**src/rtl/ctrl_pkg.sv**
```systemverilog
// Shared definitions for the Rtypeinst multicycle controller: opcodes, ALU
// operation codes, FSM state encoding and the packed control word.
package ctrl_pkg;

    localparam logic [5:0] OP_RTYPE = 6'b000000;
    localparam logic [5:0] OP_ADDI  = 6'b001000;
    localparam logic [5:0] OP_LW    = 6'b100011;
    localparam logic [5:0] OP_SW    = 6'b101011;
    localparam logic [5:0] OP_BEQ   = 6'b000100;
    localparam logic [5:0] OP_PUSH  = 6'b111000;
    localparam logic [5:0] OP_POP   = 6'b111001;

    localparam logic [4:0] ALU_ADD  = 5'b00000;
    localparam logic [4:0] ALU_SUB  = 5'b00001;

    typedef enum logic [2:0] {
        ST_FETCH   = 3'd0,
        ST_DECODE  = 3'd1,
        ST_EXEC    = 3'd2,
        ST_MEM     = 3'd3,
        ST_WB      = 3'd4,
        ST_STACK   = 3'd5,
        ST_ILLEGAL = 3'd6,
        ST_HALT    = 3'd7
    } state_e;

    typedef struct packed {
        logic       reg_dst;
        logic       alu_src;
        logic       mem2reg;
        logic       mem_read;
        logic       mem_write;
        logic       reg_write;
        logic       pc_src;
        logic [4:0] alu_op;
        logic       push;
        logic       pop;
        logic       instr_done;
    } ctrl_t;

    localparam ctrl_t CTRL_IDLE = 15'd0;

    function automatic logic is_legal_op(input logic [5:0] op);
        case (op)
            OP_RTYPE, OP_ADDI, OP_LW, OP_SW, OP_BEQ, OP_PUSH, OP_POP: is_legal_op = 1'b1;
            default:                                                  is_legal_op = 1'b0;
        endcase
    endfunction

    function automatic logic is_stack_op(input logic [5:0] op);
        case (op)
            OP_PUSH, OP_POP: is_stack_op = 1'b1;
            default:         is_stack_op = 1'b0;
        endcase
    endfunction

endpackage

```
**src/rtl/stack_depth_tracker.sv**
```systemverilog
// Saturating occupancy counter for the hardware stack with a sticky error
// flag raised on a push request while full or a pop request while empty.
module stack_depth_tracker #(
    parameter int STACK_DEPTH = 16,
    parameter int DEPTH_W     = 5
) (
    input  logic               clk,
    input  logic               reset,
    input  logic               inc,
    input  logic               dec,
    output logic [DEPTH_W-1:0] depth,
    output logic               full,
    output logic               empty,
    output logic               err
);

    localparam logic [DEPTH_W-1:0] DEPTH_MAX  = DEPTH_W'(STACK_DEPTH);
    localparam logic [DEPTH_W-1:0] DEPTH_ONE  = DEPTH_W'(1);
    localparam logic [DEPTH_W-1:0] DEPTH_ZERO = {DEPTH_W{1'b0}};

    logic [DEPTH_W-1:0] depth_r;
    logic               err_r;

    // Occupancy update and sticky error capture; requests at the limits are dropped.
    always_ff @(posedge clk or negedge reset) begin
        if (!reset) begin
            depth_r <= DEPTH_ZERO;
            err_r   <= 1'b0;
        end else begin
            if (inc && !full) begin
                depth_r <= depth_r + DEPTH_ONE;
            end else if (dec && !empty) begin
                depth_r <= depth_r - DEPTH_ONE;
            end else begin
                depth_r <= depth_r;
            end
            if ((inc && full) || (dec && empty)) begin
                err_r <= 1'b1;
            end else begin
                err_r <= err_r;
            end
        end
    end

    assign full  = (depth_r >= DEPTH_MAX);
    assign empty = (depth_r == DEPTH_ZERO);
    assign depth = depth_r;
    assign err   = err_r;

endmodule

```
**src/rtl/ctrl_fsm.sv**
```systemverilog
// Multicycle control unit for the Rtypeinst datapath. Define CTRL_ILLEGAL_TRAP_EN
// to park the FSM in HALT after an undefined opcode instead of resuming fetch.
module ctrl_fsm
    import ctrl_pkg::*;
#(
    parameter int STACK_DEPTH = 16,
    parameter int DEPTH_W     = 5
) (
    input  logic               clk,
    input  logic               reset,
    input  logic [5:0]         op,
    input  logic [5:0]         funct,
    input  logic               zero,
    output logic               RegDst,
    output logic               ALUSrc,
    output logic               Mem2Reg,
    output logic               MemRead,
    output logic               MemWrite,
    output logic               RegWrite,
    output logic               PCSrc,
    output logic [4:0]         ALUOp,
    output logic               push,
    output logic               pop,
    output logic               instr_done,
    output logic [DEPTH_W-1:0] depth,
    output logic               stack_err,
    output logic               illegal
);

    state_e     state_r;
    state_e     next_state_s;
    logic [5:0] op_q_r;
    logic [5:0] funct_q_r;
    ctrl_t      ctrl_r;
    ctrl_t      ctrl_next_s;
    logic       illegal_r;
    logic       inc_s;
    logic       dec_s;
    logic       full_s;
    logic       empty_s;
    logic       beq_take_s;
    logic       unused_s;

    // Control word for a given state; full/empty are sampled before the stack moves.
    function automatic ctrl_t ctrl_decode(input state_e     st,
                                          input logic [5:0] opc,
                                          input logic [4:0] fn,
                                          input logic       full,
                                          input logic       empty);
        ctrl_t c;
        c = CTRL_IDLE;
        case (st)
            ST_EXEC: begin
                case (opc)
                    OP_RTYPE: begin
                        c.reg_dst = 1'b1;
                        c.alu_op  = fn;
                    end
                    OP_ADDI, OP_LW, OP_SW: begin
                        c.alu_src = 1'b1;
                        c.alu_op  = ALU_ADD;
                    end
                    OP_BEQ: begin
                        c.alu_op     = ALU_SUB;
                        c.instr_done = 1'b1;
                    end
                    default: c = CTRL_IDLE;
                endcase
            end
            ST_MEM: begin
                case (opc)
                    OP_LW: begin
                        c.mem_read = 1'b1;
                        c.alu_src  = 1'b1;
                    end
                    OP_SW: begin
                        c.mem_write  = 1'b1;
                        c.alu_src    = 1'b1;
                        c.instr_done = 1'b1;
                    end
                    default: c = CTRL_IDLE;
                endcase
            end
            ST_WB: begin
                c.reg_write  = 1'b1;
                c.instr_done = 1'b1;
                c.reg_dst    = (opc == OP_RTYPE);
                c.mem2reg    = (opc == OP_LW) || (opc == OP_POP);
            end
            ST_STACK: begin
                case (opc)
                    OP_PUSH: begin
                        c.push       = !full;
                        c.pc_src     = !full;
                        c.instr_done = 1'b1;
                    end
                    OP_POP: begin
                        // A successful pop finishes in WB, a failed one ends here.
                        c.pop        = !empty;
                        c.instr_done = empty;
                    end
                    default: c = CTRL_IDLE;
                endcase
            end
            ST_ILLEGAL: c.instr_done = 1'b1;
            default:    c = CTRL_IDLE;
        endcase
        return c;
    endfunction

    // Next-state decode.
    always_comb begin
        next_state_s = ST_FETCH;
        case (state_r)
            ST_FETCH: next_state_s = ST_DECODE;
            ST_DECODE: begin
                if (!is_legal_op(op_q_r)) begin
                    next_state_s = ST_ILLEGAL;
                end else if (is_stack_op(op_q_r)) begin
                    next_state_s = ST_STACK;
                end else begin
                    next_state_s = ST_EXEC;
                end
            end
            ST_EXEC: begin
                if ((op_q_r == OP_RTYPE) || (op_q_r == OP_ADDI)) begin
                    next_state_s = ST_WB;
                end else if ((op_q_r == OP_LW) || (op_q_r == OP_SW)) begin
                    next_state_s = ST_MEM;
                end else begin
                    next_state_s = ST_FETCH;
                end
            end
            ST_MEM: begin
                if (op_q_r == OP_LW) begin
                    next_state_s = ST_WB;
                end else begin
                    next_state_s = ST_FETCH;
                end
            end
            ST_WB: next_state_s = ST_FETCH;
            ST_STACK: begin
                if (ctrl_r.pop) begin
                    next_state_s = ST_WB;
                end else begin
                    next_state_s = ST_FETCH;
                end
            end
`ifdef CTRL_ILLEGAL_TRAP_EN
            ST_ILLEGAL: next_state_s = ST_HALT;
            ST_HALT:    next_state_s = ST_HALT;
`else
            ST_ILLEGAL: next_state_s = ST_FETCH;
            ST_HALT:    next_state_s = ST_FETCH;
`endif
            default: next_state_s = ST_FETCH;
        endcase
    end

    // Stack requests are issued on the edge that enters STACK so depth and
    // strobes line up within the STACK cycle.
    always_comb begin
        inc_s = 1'b0;
        dec_s = 1'b0;
        if (next_state_s == ST_STACK) begin
            inc_s = (op_q_r == OP_PUSH);
            dec_s = (op_q_r == OP_POP);
        end else begin
            inc_s = 1'b0;
            dec_s = 1'b0;
        end
    end

    // Registered control word for the state being entered.
    always_comb begin
        ctrl_next_s = ctrl_decode(next_state_s, op_q_r, funct_q_r[4:0], full_s, empty_s);
    end

    // FSM state, instruction capture, registered controls and sticky illegal flag.
    always_ff @(posedge clk or negedge reset) begin
        if (!reset) begin
            state_r   <= ST_FETCH;
            op_q_r    <= 6'd0;
            funct_q_r <= 6'd0;
            ctrl_r    <= CTRL_IDLE;
            illegal_r <= 1'b0;
        end else begin
            state_r <= next_state_s;
            if (state_r == ST_FETCH) begin
                op_q_r    <= op;
                funct_q_r <= funct;
            end else begin
                op_q_r    <= op_q_r;
                funct_q_r <= funct_q_r;
            end
            ctrl_r    <= ctrl_next_s;
            illegal_r <= illegal_r | (next_state_s == ST_ILLEGAL);
        end
    end

    stack_depth_tracker #(
        .STACK_DEPTH (STACK_DEPTH),
        .DEPTH_W     (DEPTH_W)
    ) u_depth (
        .clk   (clk),
        .reset (reset),
        .inc   (inc_s),
        .dec   (dec_s),
        .depth (depth),
        .full  (full_s),
        .empty (empty_s),
        .err   (stack_err)
    );

    // Branch resolution needs the live zero flag, so this term is not registered.
    assign beq_take_s = (state_r == ST_EXEC) && (op_q_r == OP_BEQ) && zero;

    assign RegDst     = ctrl_r.reg_dst;
    assign ALUSrc     = ctrl_r.alu_src;
    assign Mem2Reg    = ctrl_r.mem2reg;
    assign MemRead    = ctrl_r.mem_read;
    assign MemWrite   = ctrl_r.mem_write;
    assign RegWrite   = ctrl_r.reg_write;
    assign PCSrc      = ctrl_r.pc_src | beq_take_s;
    assign ALUOp      = ctrl_r.alu_op;
    assign push       = ctrl_r.push;
    assign pop        = ctrl_r.pop;
    assign instr_done = ctrl_r.instr_done;
    assign illegal    = illegal_r;
    assign unused_s   = funct_q_r[5];

endmodule

```
**config.mk**
```make
export PLATFORM = sky130hd
export DESIGN_NAME = ctrl_fsm
export DESIGN_NICKNAME = d
export VERILOG_FILES = /design/src/rtl/ctrl_pkg.sv /design/src/rtl/stack_depth_tracker.sv /design/src/rtl/ctrl_fsm.sv
export SDC_FILE = /design/constraint.sdc
export NUM_CORES = 1
export LEC_CHECK = 0
export ABC_AREA = 1
export BUFFER_PORTS_ARGS = -buffer_cell sky130_fd_sc_hd__buf_2
export CAP_MARGIN = 30
export CELL_PAD_IN_SITES_DETAIL_PLACEMENT = 0
export CELL_PAD_IN_SITES_GLOBAL_PLACEMENT = 2
export CORE_ASPECT_RATIO = 1.25
export CORE_MARGIN = 5
export CORE_UTILIZATION = 28
export DETAILED_ROUTE_END_ITERATION = 16
export PLACE_DENSITY = 0.72
export RECOVER_POWER = 50
export SLEW_MARGIN = 20
export SYNTH_ARGS = -nofsm -noshare
export SYNTH_HDL_FRONTEND = slang
export SYNTH_SLANG_ARGS = --single-unit
export TNS_END_PERCENT = 100
```
**constraint.sdc**
```tcl
create_clock -name clk -period 2.3 [get_ports clk]
set_clock_uncertainty 0.2 [all_clocks]
set_input_delay 0.23 -clock clk [delete_from_list [all_inputs] [get_ports clk]]
set_output_delay 0.23 -clock clk [all_outputs]
set_load 0.005 [all_outputs]
```
Word level (Yosys, flattened, before mapping)
Index checks and enable logic that the tools add are counted.
- input bits: 15
- bits in registers: 36
- reduce and logical (&&, ||, !) cells: 22
- $lt $le $gt $ge: 1
- $add $sub $neg: 2
- mux-type cells: 33
- bitwise gates (word level): 2
- equal/unequal tests: 18
- operator list (operator ; number):
    equality test 6 bit (second input constant) ; 4
    equality test 3 bit (second input constant) ; 7
    one-hot mux 3 bit (6 select lines) ; 1
    2-to-1 mux 1 bit ; 17
    one-hot mux 8 bit (2 select lines) ; 1
    2-to-1 mux 3 bit ; 5
    equality test 3 x 2 -> 1 bit (second input constant) ; 4
    2-to-1 mux 5 bit ; 2
    one-hot mux 5 bit (2 select lines) ; 1
    OR reduction 7 bit ; 1
    equality test 6 x 3 -> 1 bit (second input constant) ; 1
    equality test 6 x 4 -> 1 bit (second input constant) ; 1
    logical AND 1 bit ; 6
    zero test 6 bit ; 1
    one-hot mux 1 bit (2 select lines) ; 3
    OR reduction 2 bit ; 3
    OR reduction 3 bit ; 2
    adder 5 x 1 -> 5 bit (second input constant) ; 1
    >= comparator 5 bit (second input constant) ; 1
    zero test 5 bit ; 1
    subtractor 5 x 1 -> 5 bit (second input constant) ; 1
    logical OR 1 bit ; 4
    2-to-1 mux 2 bit ; 2
    one-hot mux 1 bit (4 select lines) ; 1
    other kinds (5) ; 7

Logic depth before layout (Yosys ltp)
Gate-level depths: netlist (run 1).
- depth in word-level cells: 14
- depth in mapped cells: 17
- mapped depth without buffers: 17

Hierarchy
A second synthesis (run 1) with hierarchy kept.
- cells, all modules: 209
- area total of the unflattened synthesis: 1801.7 sq um
- modules (own cells, without submodules) (module ; times used ; seq. area each (sq um) ; cells an instance ; area an instance (sq um)):
    ctrl_fsm ; 1 ; 725.7 ; 145 ; 1335.0
    stack_depth_tracker ; 1 ; 150.1 ; 64 ; 466.7

Worst setup path after synthesis (run 1)
No wires, ideal clock.
- kind: reg-to-reg
- start: reg op_q_r[2]
- end: reg u_depth.depth_r[4] (netlist: u_depth.depth[4])
- buffers on the path: 0
- required time: 1984 ps
- slack: 46 ps
- library setup time: 116 ps
- arrival: 1937 ps
- cell stages (with the launch flop): 18
- cells stage by stage: dfrtp_1 -> inv_2 -> nand2_1 -> nor2_4 -> nand2_2 -> nor2_4 -> nand2_2 -> clkinv_2 -> nand2_4 -> fa_1 -> nand2_1 -> a21boi_0 -> nor2_1 -> inv_1 -> nand2_1 -> nand2_1 -> nand2_1 -> nand2_1
- longest elaborated chain between the ends: 12
- RTL lines (element ; RTL line ; source):
    from (decl) ; ctrl_fsm.sv:32 ; logic [5:0] op_q_r;
    from (signal assigned) ; ctrl_fsm.sv:190 ; op_q_r <= op;
    from (signal assigned) ; ctrl_fsm.sv:193 ; op_q_r <= op_q_r;
    equality test 6 bit (on tied branches) ; - ;
    OR reduction 2 bit ; ctrl_pkg.sv:51 ; case (op)
    2-to-1 mux 1 bit ; ctrl_pkg.sv:51 ;
    2-to-1 mux 1 bit ; ctrl_fsm.sv:117 ; if (!is_legal_op(op_q_r)) begin
    2-to-1 mux 1 bit ; ctrl_fsm.sv:114 ; case (state_r)
    2-to-1 mux 3 bit ; ctrl_fsm.sv:119 ; end else if (is_stack_op(op_q_r)) begin
    2-to-1 mux 3 bit ; ctrl_fsm.sv:117 ;
    one-hot mux 3 bit (6 select lines) ; ctrl_fsm.sv:114 ;
    equality test 3 bit ; ctrl_fsm.sv:165 ; if (next_state_s == ST_STACK) begin
    2-to-1 mux 1 bit ; ctrl_fsm.sv:165 ;
    logical AND 1 bit (on tied branches) ; stack_depth_tracker.sv:30, stack_depth_tracker.sv:32 ;
    2-to-1 mux 5 bit or nonzero test 2 bit (tied branches) ; - ;
    to (signal assigned) ; stack_depth_tracker.sv:31 ; depth_r <= depth_r + DEPTH_ONE;
    to (signal assigned) ; stack_depth_tracker.sv:33 ; depth_r <= depth_r - DEPTH_ONE;
    to (signal assigned) ; stack_depth_tracker.sv:35 ; depth_r <= depth_r;
    to (decl) ; stack_depth_tracker.sv:21 ; logic [DEPTH_W-1:0] depth_r;
Several ways; a longest one is shown, not always the timed one. The select of a mux whose other input is x is not followed.
A chain may end at the register's enable or synchronous reset.

Final worst setup path (run 1)
Ends and elaborated chain as after synthesis.

==> impl_metrics.ini, run 1 <==
[synth]
synth.distinct_cells = 26
netlist_top_cells_area = dfrtp_1, nand2_1, nand3_1, nor2_1, inv_1
synthCells = 202
ys.flop_type = dfrtp_1
netlist.area_leader.share_pct = 52.1
yosys_warnings = 0
synth_most_common_cell = nand2_1
synth_commonest_cells = nand2_1, dfrtp_1, nor2_1
syn_area_per_cell_um2 = 8.32
synth-edff-count = 0
post-synth-top-area-cell = dfrtp_1
syn-num-nets = 221
netlist_area_mm2 = 0.00168
synthArstFlopShare_pct = 100
synth-seq-area-share_pct = 52.1
yosys_register_bits = 35

[grt]
antenna_found_initial = 0
grt_pass1_vias = 1496
grt_overflow = 0
grt_pass1_wl_um = 6910
grtUsageTotal_pct = 11.5
grt_max_degree = 36

[finish]
drive_gt1_share_pct = 27.4
areaGrowthSynthToFinish_pct = 36.7
final_nets = 295
fillers = 629
fin_area_mm2 = 0.00230
diodes = 0

[floorplanning]
die_h_um = 96.6
rows = 31
core_area_mm2 = 0.00582
start_util_pct = 28.9
die-area_mm2 = 0.00767
io_pins = 37
die_x_um = 79.3

[placement]
hpwl_um = 3010
gp_congestion = 0.744
placed_area_mm2 = 0.00205
port_buffers = 35

[hold_path]
min_delay_worst_endpoint = illegal
min-delay-start = illegal
hold_class = flop to flop
holdPathStages = 1

[worst_setup_path]
worstPathMaxFanout = 6
start_kind = flop
worstPathRequired_ns = 2.28
r2r_cells = 17
cp.arrival_ns = 2.20
r2r-end = u_depth.depth[4]
r2r_start = op_q_r[2]
worstSetupPathType = flop to flop
ff2ff_setup_slack_ns = 0.08
critPathCaptureType = flop

[clock_network]
root_buffer = clkbuf_8
insertion_delay_ns = 0.28
cts_sinks = 35
clkTransAtPathRegs_ns = 0.07
htreeDepth = 2
cts_buffers = 5
cts_buffer_depth = 2
cts_tree = built

[outcome]
run_status = complete, no violations

[route]
ant_nets = 0
wl_per_cell_um = 11.9
first_iter_violations = 26
dr_total_vias = 1473
firstDrtPassIters = 4
drcViolationCount = 0
routed_wl_um = 4100
viasPerCell = 4.29

[power]
sequentialPowerShare_pct = 40.2
p_int_mw = 1.29
peakVddDrop_uv = 325
p_clk_share_pct = 20.1
p_switching_mw = 0.813
combPwrFrac_pct = 39.6
swShare_pct = 38.6
power_density_mw_per_mm2 = 916
p_leak_nw = 1.24
total_power_mw = 2.10

[sta]
finalSetupViolations = 0
relSlewSlack_pct = 41.9
tightest_slew_ns = 0.872
rsz0062_at_grt = yes
fmax_mhz = 451
hold_violations = 0
finalSetupTns_ns = 0
period_needed_ns = 2.22
fin_crit_sh_pct = 96.4
slew_viol_final = 0

[run]
max_cap_violations = 0
==> metal layers <==
metal	vias up	wire (um)	global-route usage, %
li1	773	-	-
met1	663	1860	14.0
met2	31	1980	19.2
met3	6	175	2.42
met4	0	82	5.16
met5	-	0	0
==> power by group through the flow <==
stage | Sequential [mW] | Clock, mW | Combinational (mW)
3_5_place_dp | 0.853 | 0 | 0.808
3_3_place_gp | 0.855 | 0 | 0.804
4_1_cts | 0.842 | 0.445 | 0.829
6_report | 0.846 | 0.424 | 0.834
2_1_floorplan | 0.854 | 0 | 0.487
5_1_grt | 0.863 | 0.472 | 0.957
==> worst max path at each step <==
stage	startpoint	depth (start not counted)	to
2_1_floorplan	op_q_r[2]	17	u_depth.depth[4]
3_3_place_gp	op_q_r[2]	17	u_depth.depth[4]
3_5_place_dp	op_q_r[2]	17	u_depth.depth[4]
4_1_cts	op_q_r[2]	17	u_depth.depth[4]
5_1_grt	op_q_r[2]	17	u_depth.depth[4]
6_report	op_q_r[2]	17	u_depth.depth[4]
==> through the flow <==
step / cells / hold WS [ns] / utilization, % / setup slack (ns)
finish: 343 / 0.262 / 39.5 / 0.0839
global route: 343 / 0.288 / 39.5 / -0.0875
CTS: 337 / 0.262 / 38.7 / 0.00360
detailed placement: 317 / 0.162 / 35.2 / 0.00636
global placement: 317 / 0.155 / 35.2 / 0.0363
floorplan: 202 / -0.266 / - / 0.0464
==> worst max-delay path: stages (launching register included) <==
cell,delay (ns)
dfrtp_1,0.38
inv_2,0.08
nand2_4,0.06
nor2_4,0.12
nand2_2,0.08
nor2_4,0.12
nand2_2,0.08
inv_4,0.06
nand2_4,0.07
fa_2,0.36
nand2_1,0.07
a21boi_1,0.06
nor2_1,0.14
inv_1,0.05
nand2_1,0.05
nand2_1,0.04
nand2_1,0.05
nand2_1,0.04
==> cell type report <==
type | instances | area [um^2] | share of cell area, %
repair buffers | 68 | 444 | 19.3
inverters | 24 | 92.6 | 4.03
well taps | 66 | 82.6 | 3.59
clock inverters | 1 | 5.00 | 0.218
clock buffers | 7 | 76.3 | 3.32
multi-input cells | 142 | 722 | 31.4
flip-flops and latches | 35 | 876 | 38.1
==> cells in the final DEF (no fill, tap or decap) <==
cell and instances:
buf_2 27, clkbuf_1 9, a21oi_1 3, nand2_4 3
dlygate4sd3_1 12, inv_2 4, o21bai_1 1, nor2_2 2
nor3_1 1, nand3_2 2, nand4_1 1, o21ai_0 7
clkbuf_2 1, fa_2 1, nand2_1 63, nand3_1 18
nor2_1 23, inv_1 19, a21o_1 1, nor3_2 1
nand2_2 4, clkinv_2 1, ha_1 3, nor2_4 3
a21boi_1 2, buf_4 21, inv_4 1, dfrtp_1 35
o21ai_1 1, xor2_1 2, clkbuf_8 5
==> cell families (layout without fill, tap and decap cells) <==
kind of cell	Yosys count	in the layout	synth area share (%)
AOI/OAI and AO/OA	15	15	5.06
xor gates and xnor gates	2	2	1.04
adders and majority gates	4	4	3.42
buffers and inverters	25	100	5.73
DFF	35	35	52.1
and+or+nand+nor	121	121	32.7
==> sequential cells by signal, indices dropped and copies added (netlist names) <==
signal	flops
MemRead	1
Mem2Reg	1
state_r	3
instr_done	1
illegal	1
MemWrite	1
u_depth.err	1
funct_q_r	5
ALUSrc	1
op_q_r	6
pop	1
ALUOp	5
RegWrite	1
RegDst	1
ctrl_r	1
u_depth.depth	5
==> repair_timing <==
item                                   in CTS  in global routing
setup endpoints to repair                   1                  2
hold buffers                               12                  0
resized for setup                           1                  5
pin swaps                                   0                  6
endpoints found under the hold margin      46                  0
buffers inserted                            0                  6
gates cloned                                0                  0
No activity file was read; power rests on OpenSTA's default activity.
==> inputs of run 2 (changes only) <==
--- a/config.mk
+++ b/config.mk
@@ -14,7 +14,7 @@
 export CORE_MARGIN = 5
 export CORE_UTILIZATION = 28
 export DETAILED_ROUTE_END_ITERATION = 16
-export PLACE_DENSITY = 0.72
+export PLACE_DENSITY = 0.73
 export RECOVER_POWER = 50
 export SLEW_MARGIN = 20
 export SYNTH_ARGS = -nofsm -noshare
==> run 2 against run 1 <==
Global-route usage is 0.41 points higher. Final cell count is 0.29% lower. Routed wire length up 0.24%. Cell area up 0.82%. Utilization is 0.32 points higher. Via count shrank 0.34%. Critical path depth unchanged. Worst hold slack better by 0.0059 ns. Setup slack improved by 0.0019 ns. Sequential share of layout area fell by 0.31 points. Largest cell class unchanged.
==> impl_metrics.ini, run 2 (synthesized netlist as in run 1, its figures left out) <==
[outcome]
run_status = complete, no violations

[sta]
fmax_mhz = 452
finalSetupTns_ns = 0
slew_viol_final = 0
tightest_slew_ns = 0.877
hold_violations = 0
period_needed_ns = 2.21
fin_crit_sh_pct = 96.3
finalSetupViolations = 0
relSlewSlack_pct = 41.5
whs_ns = 0.268
rsz0062_at_grt = yes

[finish]
final_nets = 294
largest-register = op_q_r
final_util_pct = 39.8
drive_gt1_share_pct = 27.5
final_cell_mix = nand2_1, dfrtp_1, nor2_1, buf_2, buf_4
diodes = 0
largest_register_ffs = 6
layout_commonest_cell = nand2_1
final_cells = 342
areaGrowthSynthToFinish_pct = 37.8

[clock_network]
clkTransAtPathRegs_ns = 0.07
cts_buffer_depth = 2
insertion_delay_ns = 0.29
htreeDepth = 2
root_buffer = clkbuf_8
cts_sinks = 35
cts_tree = built
cts_buffers = 5

[route]
drcViolationCount = 0
viasPerCell = 4.29
firstDrtPassIters = 4
ant_nets = 0
wl_per_cell_um = 12.0
first_iter_violations = 63
routed_wl_um = 4110
dr_total_vias = 1468

[hold_path]
holdPathStages = 1
min_delay_worst_endpoint = illegal
hold_class = flop to flop
min-delay-start = illegal

[placement]
hpwl_um = 3010
gp_congestion = 0.776
place_inst = 317
port_buffers = 35

[worst_setup_path]
worstPathRequired_ns = 2.28
r2r_start = op_q_r[2]
ff2ff_setup_slack_ns = 0.09
critPathCaptureType = flop
start_kind = flop
worstSetupPathType = flop to flop
worstPathMaxFanout = 6
crit_start = op_q_r[2]
cp.arrival_ns = 2.20
r2r-end = u_depth.depth[4]
r2r_cells = 17

[power]
peakVddDrop_uv = 236
total_power_mw = 2.12
p_leak_nw = 1.22
power_density_mw_per_mm2 = 914

[floorplanning]
core_area_mm2 = 0.00582
start_util_pct = 28.9
die_h_um = 96.6
die-area_mm2 = 0.00767
die_x_um = 79.3
io_pins = 37
rows = 31

[grt]
grt_pass1_vias = 1530
grt_pass1_wl_um = 7090
antenna_found_initial = 0
grt_overflow = 0
grtUsageTotal_pct = 11.9
grt_max_degree = 36

[run]
max_cap_violations = 0
[run 2: changes by cell type in the layout (fill, tap and decap cells not counted), moves of 2 or more]
cell | previous run | this run
clkbuf_1 | 9 | 14
nand2_2 | 4 | 6
buf_2 | 27 | 22
nand2_1 | 63 | 61
[run 2: how the worst max path moves through the flow]
stage                             to  depth (start not counted)  slack [ns]
detailed placement  u_depth.depth[4]                         17        0.01
global placement    u_depth.depth[4]                         17        0.03
finish              u_depth.depth[4]                         17        0.09
CTS                 u_depth.depth[4]                         17       0.002
floorplan           u_depth.depth[4]                         17        0.05
global route        u_depth.depth[4]                         17       -0.12
[run 2: critical path: stages (launching register included)]
cell and delay (ns):
dfrtp_1 0.39, inv_2 0.08, nand2_4 0.06, nor2_4 0.12
nand2_2 0.08, nor2_4 0.12, nand2_2 0.08, inv_4 0.08
nand2_8 0.07, fa_2 0.38, nand2_2 0.07, a21boi_2 0.05
nor2_2 0.12, inv_1 0.04, nand2_1 0.05, nand2_1 0.05
nand2_1 0.05, nand2_1 0.04
[run 2: area by class of cell]
type | instances | area [um^2]
Sequential cell | 35 | 876
Timing Repair Buffer | 67 | 430
Multi-Input combinational cell | 142 | 754
Tap cell | 66 | 82.6
Fill cell | 607 | 3500
Clock buffer | 7 | 76.3
Clock inverter | 1 | 5.00
Inverter | 24 | 92.6
[run 2: what timing repair did]
| action | in CTS | in global routing |
|---|---|---|
| gates resized for setup | 0 | 13 |
| buffers inserted | 0 | 5 |
| hold buffers | 12 | 0 |
| endpoints found under the setup margin | 0 | 3 |
| endpoints found under the hold margin | 46 | 0 |
[run 2: power by group]
part	internal, mW	total [mW]	switching [mW]
Clock	0.212	0.429	0.217
Sequential	0.752	0.845	0.0922
Combinational	0.335	0.845	0.510
Total	1.30	2.12	0.819
[run 2: metrics by stage]
step	setup WS, ns	area, um^2
final	0.0858	2320
after global routing	-0.122	2320
after CTS	0.00230	2250
after detailed placement	0.0144	2050
after global placement	0.0348	2050
after floorplan	0.0464	1680
[run 2: layer usage]
| layer | part of all wire, % | wire, um | GRT usage, % |
|---|---|---|---|
| met2 | 50 | 2040 | 19.3 |
| met3 | 4.6 | 189 | 2.88 |
| met1 | 43 | 1780 | 14.5 |
| met5 | 0 | 0 | 0 |
| met4 | 2.4 | 98 | 5.95 |
